===== src/rtl/sum_accumulator_pkg.sv =====
`default_nettype none
// ============================================================================
// Module   : sum_accumulator_pkg
// Purpose  : Shared widths, state encoding and beat helper for sum_accumulator
// Revision : 1.0  initial release
// ============================================================================
package sum_accumulator_pkg;

    localparam int c_BEAT_W = 5;
    localparam int c_CNT_W  = 4;

    typedef enum logic [0:0] {
        ST_ACCUM = 1'b0,
        ST_HOLD  = 1'b1
    } state_e;

    // One adder result: carry on top of the four sum bits.
    function automatic logic [c_BEAT_W-1:0] beat_value(input logic carry,
                                                       input logic [3:0] sum);
        return {carry, sum};
    endfunction

endpackage
`default_nettype wire


===== src/rtl/sum_accumulator_if.sv =====
`default_nettype none
// ============================================================================
// Module   : sum_accumulator_if
// Purpose  : Beat input and block-total output handshakes of sum_accumulator
// Revision : 1.0  initial release
// ============================================================================
interface sum_accumulator_if #(
    parameter int ACC_WIDTH = 8
);
    logic                 in_valid;
    logic                 in_ready;
    logic [3:0]           in_sum;
    logic                 in_carry;
    logic                 out_valid;
    logic                 out_ready;
    logic [ACC_WIDTH-1:0] out_acc;
    logic                 out_overflow;

    modport master (
        output in_valid, in_sum, in_carry, out_ready,
        input  in_ready, out_valid, out_acc, out_overflow
    );

    modport slave (
        input  in_valid, in_sum, in_carry, out_ready,
        output in_ready, out_valid, out_acc, out_overflow
    );
endinterface
`default_nettype wire


===== src/rtl/sum_accumulator_adder.sv =====
`default_nettype none
// ============================================================================
// Module   : full_adder / acc_ripple_adder
// Purpose  : One-bit full adder cell and the WIDTH-bit ripple chain built from it
// Revision : 1.0  initial release
// ============================================================================
module full_adder (
    input  wire logic i_a,
    input  wire logic i_b,
    input  wire logic i_cin,
    output logic      o_sum,
    output logic      o_cout
);
    assign o_sum  = i_a ^ i_b ^ i_cin;
    assign o_cout = (i_a & i_b) | (i_cin & (i_a ^ i_b));
endmodule

module acc_ripple_adder #(
    parameter int WIDTH = 8
) (
    input  wire logic [WIDTH-1:0] i_a,
    input  wire logic [WIDTH-1:0] i_b,
    output logic      [WIDTH-1:0] o_sum,
    output logic                  o_cout
);
    logic [WIDTH:0] w_carry;

    assign w_carry[0] = 1'b0;

    generate
        for (genvar gi = 0; gi < WIDTH; gi++) begin : g_bit
            full_adder u_fa (
                .i_a    (i_a[gi]),
                .i_b    (i_b[gi]),
                .i_cin  (w_carry[gi]),
                .o_sum  (o_sum[gi]),
                .o_cout (w_carry[gi+1])
            );
        end
    endgenerate

    // Carry out of the top bit is the wrap indication for the accumulator.
    assign o_cout = w_carry[WIDTH];
endmodule
`default_nettype wire


===== src/rtl/sum_accumulator.sv =====
`default_nettype none
// ============================================================================
// Module   : sum_accumulator
// Purpose  : Sums COUNT adder beats into a block total held on a valid/ready output
// Revision : 1.0  initial release
// ============================================================================
module sum_accumulator
    import sum_accumulator_pkg::*;
#(
    parameter int ACC_WIDTH = 8,
    parameter int COUNT     = 4
) (
    input  wire logic         clk,
    input  wire logic         rst,
    input  wire logic         clear,
    sum_accumulator_if.slave  bus
);
    generate
        if (ACC_WIDTH < c_BEAT_W) begin : g_bad_width
            $error("sum_accumulator: ACC_WIDTH must be at least 5");
        end
        if (COUNT < 1 || COUNT > 15) begin : g_bad_count
            $error("sum_accumulator: COUNT must be in 1..15");
        end
    endgenerate

    state_e                 r_state;
    state_e                 w_state_next;
    logic [ACC_WIDTH-1:0]   r_acc;
    logic                   r_ovf;
    logic [c_CNT_W-1:0]     r_cnt;

    logic [ACC_WIDTH-1:0]   w_beat;
    logic [ACC_WIDTH-1:0]   w_sum;
    logic                   w_cout;
    logic                   w_accept;
    logic                   w_out_fire;
    logic                   w_last;
    logic                   w_in_ready;
    logic                   w_out_valid;
    logic [ACC_WIDTH-1:0]   w_out_acc;
    logic                   w_out_ovf;

    assign w_beat     = ACC_WIDTH'(beat_value(bus.in_carry, bus.in_sum));
    assign w_accept   = bus.in_valid && w_in_ready;
    assign w_out_fire = w_out_valid && bus.out_ready;
    assign w_last     = (r_cnt == c_CNT_W'(COUNT - 1));

    acc_ripple_adder #(
        .WIDTH (ACC_WIDTH)
    ) u_adder (
        .i_a    (r_acc),
        .i_b    (w_beat),
        .o_sum  (w_sum),
        .o_cout (w_cout)
    );

    always_ff @(posedge clk) begin
        if (rst) begin
            r_state <= ST_ACCUM;
        end else begin
            r_state <= w_state_next;
        end
    end

    always_comb begin
        w_state_next = r_state;
        if (clear) begin
            w_state_next = ST_ACCUM;
        end else begin
            case (r_state)
                ST_ACCUM: if (w_accept && w_last) w_state_next = ST_HOLD;
                ST_HOLD:  if (w_out_fire)         w_state_next = ST_ACCUM;
                default:                          w_state_next = ST_ACCUM;
            endcase
        end
    end

    always_comb begin
        w_in_ready  = 1'b0;
        w_out_valid = 1'b0;
        w_out_acc   = '0;
        w_out_ovf   = 1'b0;
        case (r_state)
            ST_ACCUM: w_in_ready = 1'b1;
            ST_HOLD: begin
                w_out_valid = 1'b1;
                w_out_acc   = r_acc;
                w_out_ovf   = r_ovf;
            end
            default: w_in_ready = 1'b0;
        endcase
    end

    // Datapath: clear drops any beat offered in the same cycle.
    always_ff @(posedge clk) begin
        if (rst || clear) begin
            r_acc <= '0;
            r_ovf <= 1'b0;
            r_cnt <= '0;
        end else if (w_accept) begin
            r_acc <= w_sum;
            r_ovf <= r_ovf | w_cout;
            r_cnt <= w_last ? '0 : r_cnt + c_CNT_W'(1);
        end else if (w_out_fire) begin
            r_acc <= '0;
            r_ovf <= 1'b0;
        end
    end

    assign bus.in_ready     = w_in_ready;
    assign bus.out_valid    = w_out_valid;
    assign bus.out_acc      = w_out_acc;
    assign bus.out_overflow = w_out_ovf;

endmodule
`default_nettype wire


===== src/flat_wrapper.sv =====
// flat-port wrapper written by rule: the top's interface ports become plain ports
module sum_accumulator_flat import sum_accumulator_pkg::*;
#(
    parameter int ACC_WIDTH = 8,
    parameter int COUNT     = 4
)
  (clk, rst, clear, bus_in_valid, bus_in_sum, bus_in_carry, bus_out_ready, bus_in_ready, bus_out_valid, bus_out_acc, bus_out_overflow);
  sum_accumulator_if #(.ACC_WIDTH(ACC_WIDTH)) bus_i ();
  input  wire logic clk;
  input  wire logic rst;
  input  wire logic clear;
  input wire logic [$bits(bus_i.in_valid)-1:0] bus_in_valid;
  input wire logic [$bits(bus_i.in_sum)-1:0] bus_in_sum;
  input wire logic [$bits(bus_i.in_carry)-1:0] bus_in_carry;
  input wire logic [$bits(bus_i.out_ready)-1:0] bus_out_ready;
  output wire logic [$bits(bus_i.in_ready)-1:0] bus_in_ready;
  output wire logic [$bits(bus_i.out_valid)-1:0] bus_out_valid;
  output wire logic [$bits(bus_i.out_acc)-1:0] bus_out_acc;
  output wire logic [$bits(bus_i.out_overflow)-1:0] bus_out_overflow;
  assign bus_i.in_valid = bus_in_valid;
  assign bus_i.in_sum = bus_in_sum;
  assign bus_i.in_carry = bus_in_carry;
  assign bus_i.out_ready = bus_out_ready;
  assign bus_in_ready = bus_i.in_ready;
  assign bus_out_valid = bus_i.out_valid;
  assign bus_out_acc = bus_i.out_acc;
  assign bus_out_overflow = bus_i.out_overflow;
  sum_accumulator #(.ACC_WIDTH(ACC_WIDTH), .COUNT(COUNT)) u_core (.clk(clk), .rst(rst), .clear(clear), .bus(bus_i));
endmodule

===== config.mk =====
export PLATFORM = sky130hd
export DESIGN_NAME = sum_accumulator_flat
export DESIGN_NICKNAME = d
export VERILOG_FILES = /design/src/rtl/sum_accumulator_pkg.sv /design/src/rtl/sum_accumulator_if.sv /design/src/rtl/sum_accumulator_adder.sv /design/src/rtl/sum_accumulator.sv /design/src/flat_wrapper.sv
export SDC_FILE = /design/constraint.sdc
export NUM_CORES = 1
export LEC_CHECK = 0
export ABC_AREA = 1
export BUFFER_PORTS_ARGS = -buffer_cell sky130_fd_sc_hd__buf_2
export CORE_MARGIN = 2
export CORE_UTILIZATION = 40
export DETAILED_ROUTE_END_ITERATION = 8
export GPL_TIMING_DRIVEN = 0
export SLEW_MARGIN = 20
export SYNTH_ARGS = -nofsm -noshare
export SYNTH_HDL_FRONTEND = slang
export SYNTH_SLANG_ARGS = --single-unit

===== constraint.sdc =====
create_clock -name clk -period 5.5 [get_ports clk]
set_input_delay 0.55 -clock clk [delete_from_list [all_inputs] [get_ports clk]]
set_output_delay 0.55 -clock clk [all_outputs]
set_load 0.05 [all_outputs]

# Word level (Yosys, flattened, before mapping)
# Index checks and enable logic that the tools add are counted.
# totals
wordCells,54
rom_bits,0
in_bits,10
latchBits,0
ramBits,0
out_inout_bits,11
memories,0
ff_bits,14
# classes
n_reduce_logical,6
add_sub_neg,1
order_cmp,0
eq_ne,1
n_shift,0
mux,12
div,0
multipliers,0
bitwise,30
# op_table
op,count
$mux 8,3
$and 1x1->1,12
$xor 1x1->1,12
$mux 1,7
$or 1x1->1,5
$add 4x1->4 const B,1
$eq 4x2->1 const B,1
$mux 4,1
$logic_and 1x1->1,3
$pmux 1 s2,1
$reduce_bool 2->1,1
$reduce_or 2->1,1
$logic_or 1x1->1,1
$not 1->1,1

# Depth between registers and ports, before layout
# depth
depth_word,14
mapped_depth,12
mapped_depth_nobuf,12

# Cells and area by module
# Synthesis repeated with hierarchy kept, for this count alone.
# hier_totals
hier_cells,104
area_unflattened_um2,815.8
# by_module_without_submodules
mod,area_per_inst_um2,cells_each,seq_area_each_um2,instances
sum_accumulator,651.9,95,280.3,1
full_adder,20.0,1,0.0,8
acc_ripple_adder,3.8,1,0.0,1

# Least setup slack after synthesis
# Ideal clock, no wire load.
# synth_timing
path_type,input to register
start,input bus_in_sum[0]
end,register u_core.r_acc[7]
required_ps,5379
slack_ps,2767
n_path_buf,0
t_arrival_ps,2612
cell_stages,12
setup_ps,121
path_cell_list,ha_1 inv_1 fa_1 fa_1 fa_1 inv_1 fa_1 ha_1 ha_1 ha_1 nand2_1 a21oi_1
# synth_between
elab_chain_len,13
# synth_rtl
element,line,text
start: declaration,flat_wrapper.sv:13,input wire logic [$bits(bus_i.in_sum)-1:0] bus_in_sum;
$and 1x1->1 (2 in a row),sum_accumulator_adder.sv:15,assign o_cout = (i_a & i_b) | (i_cin & (i_a ^ i_b));
$or 1x1->1,sum_accumulator_adder.sv:15,
$and 1x1->1,sum_accumulator_adder.sv:15,
$or 1x1->1,sum_accumulator_adder.sv:15,
$and 1x1->1,sum_accumulator_adder.sv:15,
$or 1x1->1,sum_accumulator_adder.sv:15,
$and 1x1->1,sum_accumulator_adder.sv:15,
$or 1x1->1,sum_accumulator_adder.sv:15,
$and 1x1->1 (2 in a row),sum_accumulator_adder.sv:15,
$xor 1x1->1,sum_accumulator_adder.sv:14,assign o_sum = i_a ^ i_b ^ i_cin;
$mux 8,sum_accumulator.sv:101,end else if (w_accept) begin
end signal: assignment,sum_accumulator.sv:102,r_acc <= w_sum;
end: declaration,sum_accumulator.sv:29,logic [ACC_WIDTH-1:0] r_acc;
# No other way between the ends.
# A chain may end at the register's enable or synchronous reset.

# Worst setup path after layout
# layout_timing
start,register u_core.r_acc[0]
end,register u_core.r_acc[7]
# layout_between
elab_chain_len,13
# layout_rtl
element,line
$and 1x1->1 (2 in a row),sum_accumulator_adder.sv:15
$or 1x1->1,sum_accumulator_adder.sv:15
$and 1x1->1,sum_accumulator_adder.sv:15
$or 1x1->1,sum_accumulator_adder.sv:15
$and 1x1->1,sum_accumulator_adder.sv:15
$or 1x1->1,sum_accumulator_adder.sv:15
$and 1x1->1,sum_accumulator_adder.sv:15
$or 1x1->1,sum_accumulator_adder.sv:15
$and 1x1->1 (2 in a row),sum_accumulator_adder.sv:15
$xor 1x1->1,sum_accumulator_adder.sv:14
$mux 8,sum_accumulator.sv:101
# No other way between the ends.

==> qor.yml <==
placement:
  dpl_worst_slack_ns: 2.55
  dp_hpwl_mm: 1.23
  place_area_um2: 971
  gp_congestion: 0.672
  portBuffers: 20
floorplanning:
  die-height_um: 49.7
  initial_core_util_pct: 42.7
  rows: 16
  die-area_um2: 2470
  top_level_ports: 21
  die_w_um: 49.7
  coreArea_um2: 1960
cts:
  cts.sinks: 14
  cts_buffers: 3
  cts-root-buf: "clkbuf_4"
  cts_tree: "built"
  cts_hold_buf: 0
  postCtsSetupRepairBufs: 0
  clk_pin_slew_worst_paths_ns: 0.08
  clk_latency_ns: 0.28
  h-tree-depth: 1
  cts_buffer_depth: 2
  postCtsResizedCells: 0
routing:
  antenna_left: 0
  dr.first_iter.drc_count: 3
  vias: 733
  vias_per_cell: 4.61
  met2_length_um: 741
  dr_wl_met3_um: 63
  wl_per_cell_um: 10.1
  drt_wl_total_mm: 1.60
  first_pass_iters: 3
  wl_met1_um: 753
  drcViolationCount: 0
  topRoutingLayerUsed: "met4"
synthesis:
  synth_area_leaders: "dfxtp_1 (33%), nand2_1 (13%), fa_1 (9.6%)"
  async_flop_share_pct: 0
  syn_avg_cell_area_um2: 7.68
  synth_seq_area_share_pct: 33.5
  syn-num-nets: 128
  synth_edf_count: 0
  yosys_warnings: 0
  ys_ff_latch: 14
  synth_top_area_share_pct: 33.5
  ys_types: 24
  synth_area_leader_cell: "dfxtp_1"
  netlist_instances: 109
  ys.flop_type: "dfxtp_1"
  syn_area_um2: 837
timing:
  fin_skew_ns: 0.00235
  tightest_slew_ns: 0.302
  hold_ws_ns: 0.483
  finalHoldViolations: 0
  slew_headroom_pct: 79.8
  setup_viol: 0
  fin_crit_sh_pct: 48.2
  final.min_clock_period_ns: 2.65
  max_freq_mhz: 377
  finalMaxSlewViolations: 0
  setup_ws_ns: 2.85
  rsz0062_at_grt: "no"
  fin_setup_tns_ns: 0
power_and_ir_drop:
  p_seq_share_pct: 57.2
  p_sw_share_pct: 25.3
  comb_power_share_pct: 12.0
  p_leak_nw: 0.514
  p_sw_w: 0.0000467
  peakVddDrop_mv: 0.0920
  p_int_w: 0.000138
  clockPowerShare_pct: 30.9
  power.total_w: 0.000185
  power_density_nw_per_um2: 186
global_route:
  grt_start_max_net_pins: 11
  grt_util_all_layers_pct: 15.0
  grt_overflow: 0
  antenna_found_initial: 0
  first_global_vias: 689
  grt_pass1_wl_mm: 2.79
setup_path:
  slowest_stage: "fa_1"
  endpoint_kind: "flip-flop"
  path_max_fanout: 3
  worstPathRequired_ns: 5.67
  cp.arrival_ns: 2.81
  crit_type: "reg2reg"
  worstPathCellList: "ha_1 > inv_1 > fa_1 > fa_1 > fa_1 > inv_1 > fa_1 > ha_1 > ha_1 > ha_1 > nand2_1 > a21oi_1"
  slowest_delay_ns: 0.39
  critPathLaunchType: "flip-flop"
finish:
  fin_nets: 153
  multi_input_area_um2: 465
  areaGrowthSynthToFinish_pct: 18.7
  diodes: 0
  fillers: 215
  drive_gt1_share_pct: 27.3
  seq_area_um2: 280
  finalInstanceArea_um2: 993
outcome:
  status: "finished clean"
hold_path:
  hp-class: "reg2reg"
run:
  drv_cap: 0
final cells by class:
| class | count | share of cell area, % |
|---|---|---|
| Buffer | 2 | 1.26 |
| Clock buffer | 3 | 2.27 |
| Inverter | 21 | 7.93 |
| Multi-Input combinational cell | 72 | 46.9 |
| Sequential cell | 14 | 28.2 |
| Tap cell | 27 | 3.40 |
| Timing Repair Buffer | 20 | 10.1 |
power by group through the flow:
stage | combinational [W] | sequential, W | clock [W]
after floorplan | 0.0000146 | 0.000107 | 0
after global placement | 0.0000213 | 0.000108 | 0
after detailed placement | 0.0000225 | 0.000108 | 0
after CTS | 0.0000226 | 0.000106 | 0.0000595
after global routing | 0.0000256 | 0.000106 | 0.0000646
final | 0.0000221 | 0.000106 | 0.0000570
metrics by stage:
step / instances / util (%)
final: 159 / 50.6
after global routing: 159 / 50.6
after CTS: 159 / 50.6
after detailed placement: 156 / 49.5
after global placement: 156 / 49.5
after floorplan: 109 / -
Yosys cell counts (2+ instances only):
cell     instances
inv_1           19
inv_2            2
a21oi_2          2
ha_1             5
fa_1             4
dfxtp_1         14
nand3_1          2
nand2_1         30
nand2_2          2
or2_0            2
nor2_1           7
a21oi_1          8
placed cells by master, fill, tap and decap left out, drive strengths merged, types with 4 or more instances in the layout:
cell type,n
a21oi,10
buf,22
dfxtp,14
fa,4
ha,5
inv,21
nand2,32
nor2,9
or2,4
cell families (layout without fill, tap and decap cells):
logic type | count (synthesis) | in the layout | share of synthesized area [%]
buf+inv | 23 | 46 | 10.9
compound gates | 14 | 14 | 10.9
fa+ha+maj | 9 | 9 | 17.0
xor+xnor | 1 | 1 | 1.05
simple gates | 48 | 48 | 26.6
flops | 14 | 14 | 33.5
flip-flops by register name, summed over array words and instances, names as in the netlist:
name / flops
u_core.r_state: 1
u_core.r_acc: 8
u_core.r_cnt: 4
u_core.r_ovf: 1
metal layers:
metal | GRT usage (%) | vias to the layer above
li1 | - | 379
met1 | 17.2 | 334
met2 | 26.0 | 15
met3 | 2.73 | 5
met4 | 8.33 | 0
met5 | 0 | -
path summary, 6_finish.rpt:
path | start | to | slack, ns | cells past startpoint
max | u_core.r_acc[0] | u_core.r_acc[7] | 2.85 | 12
min | u_core.r_acc[1] | u_core.r_acc[1] | 0.48 | 2
max reg2reg | u_core.r_acc[0] | u_core.r_acc[7] | 2.85 | 12
min reg2reg | u_core.r_acc[1] | u_core.r_acc[1] | 0.48 | 2
worst max-delay path: cells and delay by family, from the launching register on:
family / cells / cell delay, ns
AOI/OAI and AO/OA: 1 / 0.05
adders and majority gates: 8 / 1.93
buffers and inverters: 2 / 0.12
DFF: 1 / 0.35
and+or+nand+nor: 1 / 0.06
(Power assumes the default switching activity.)
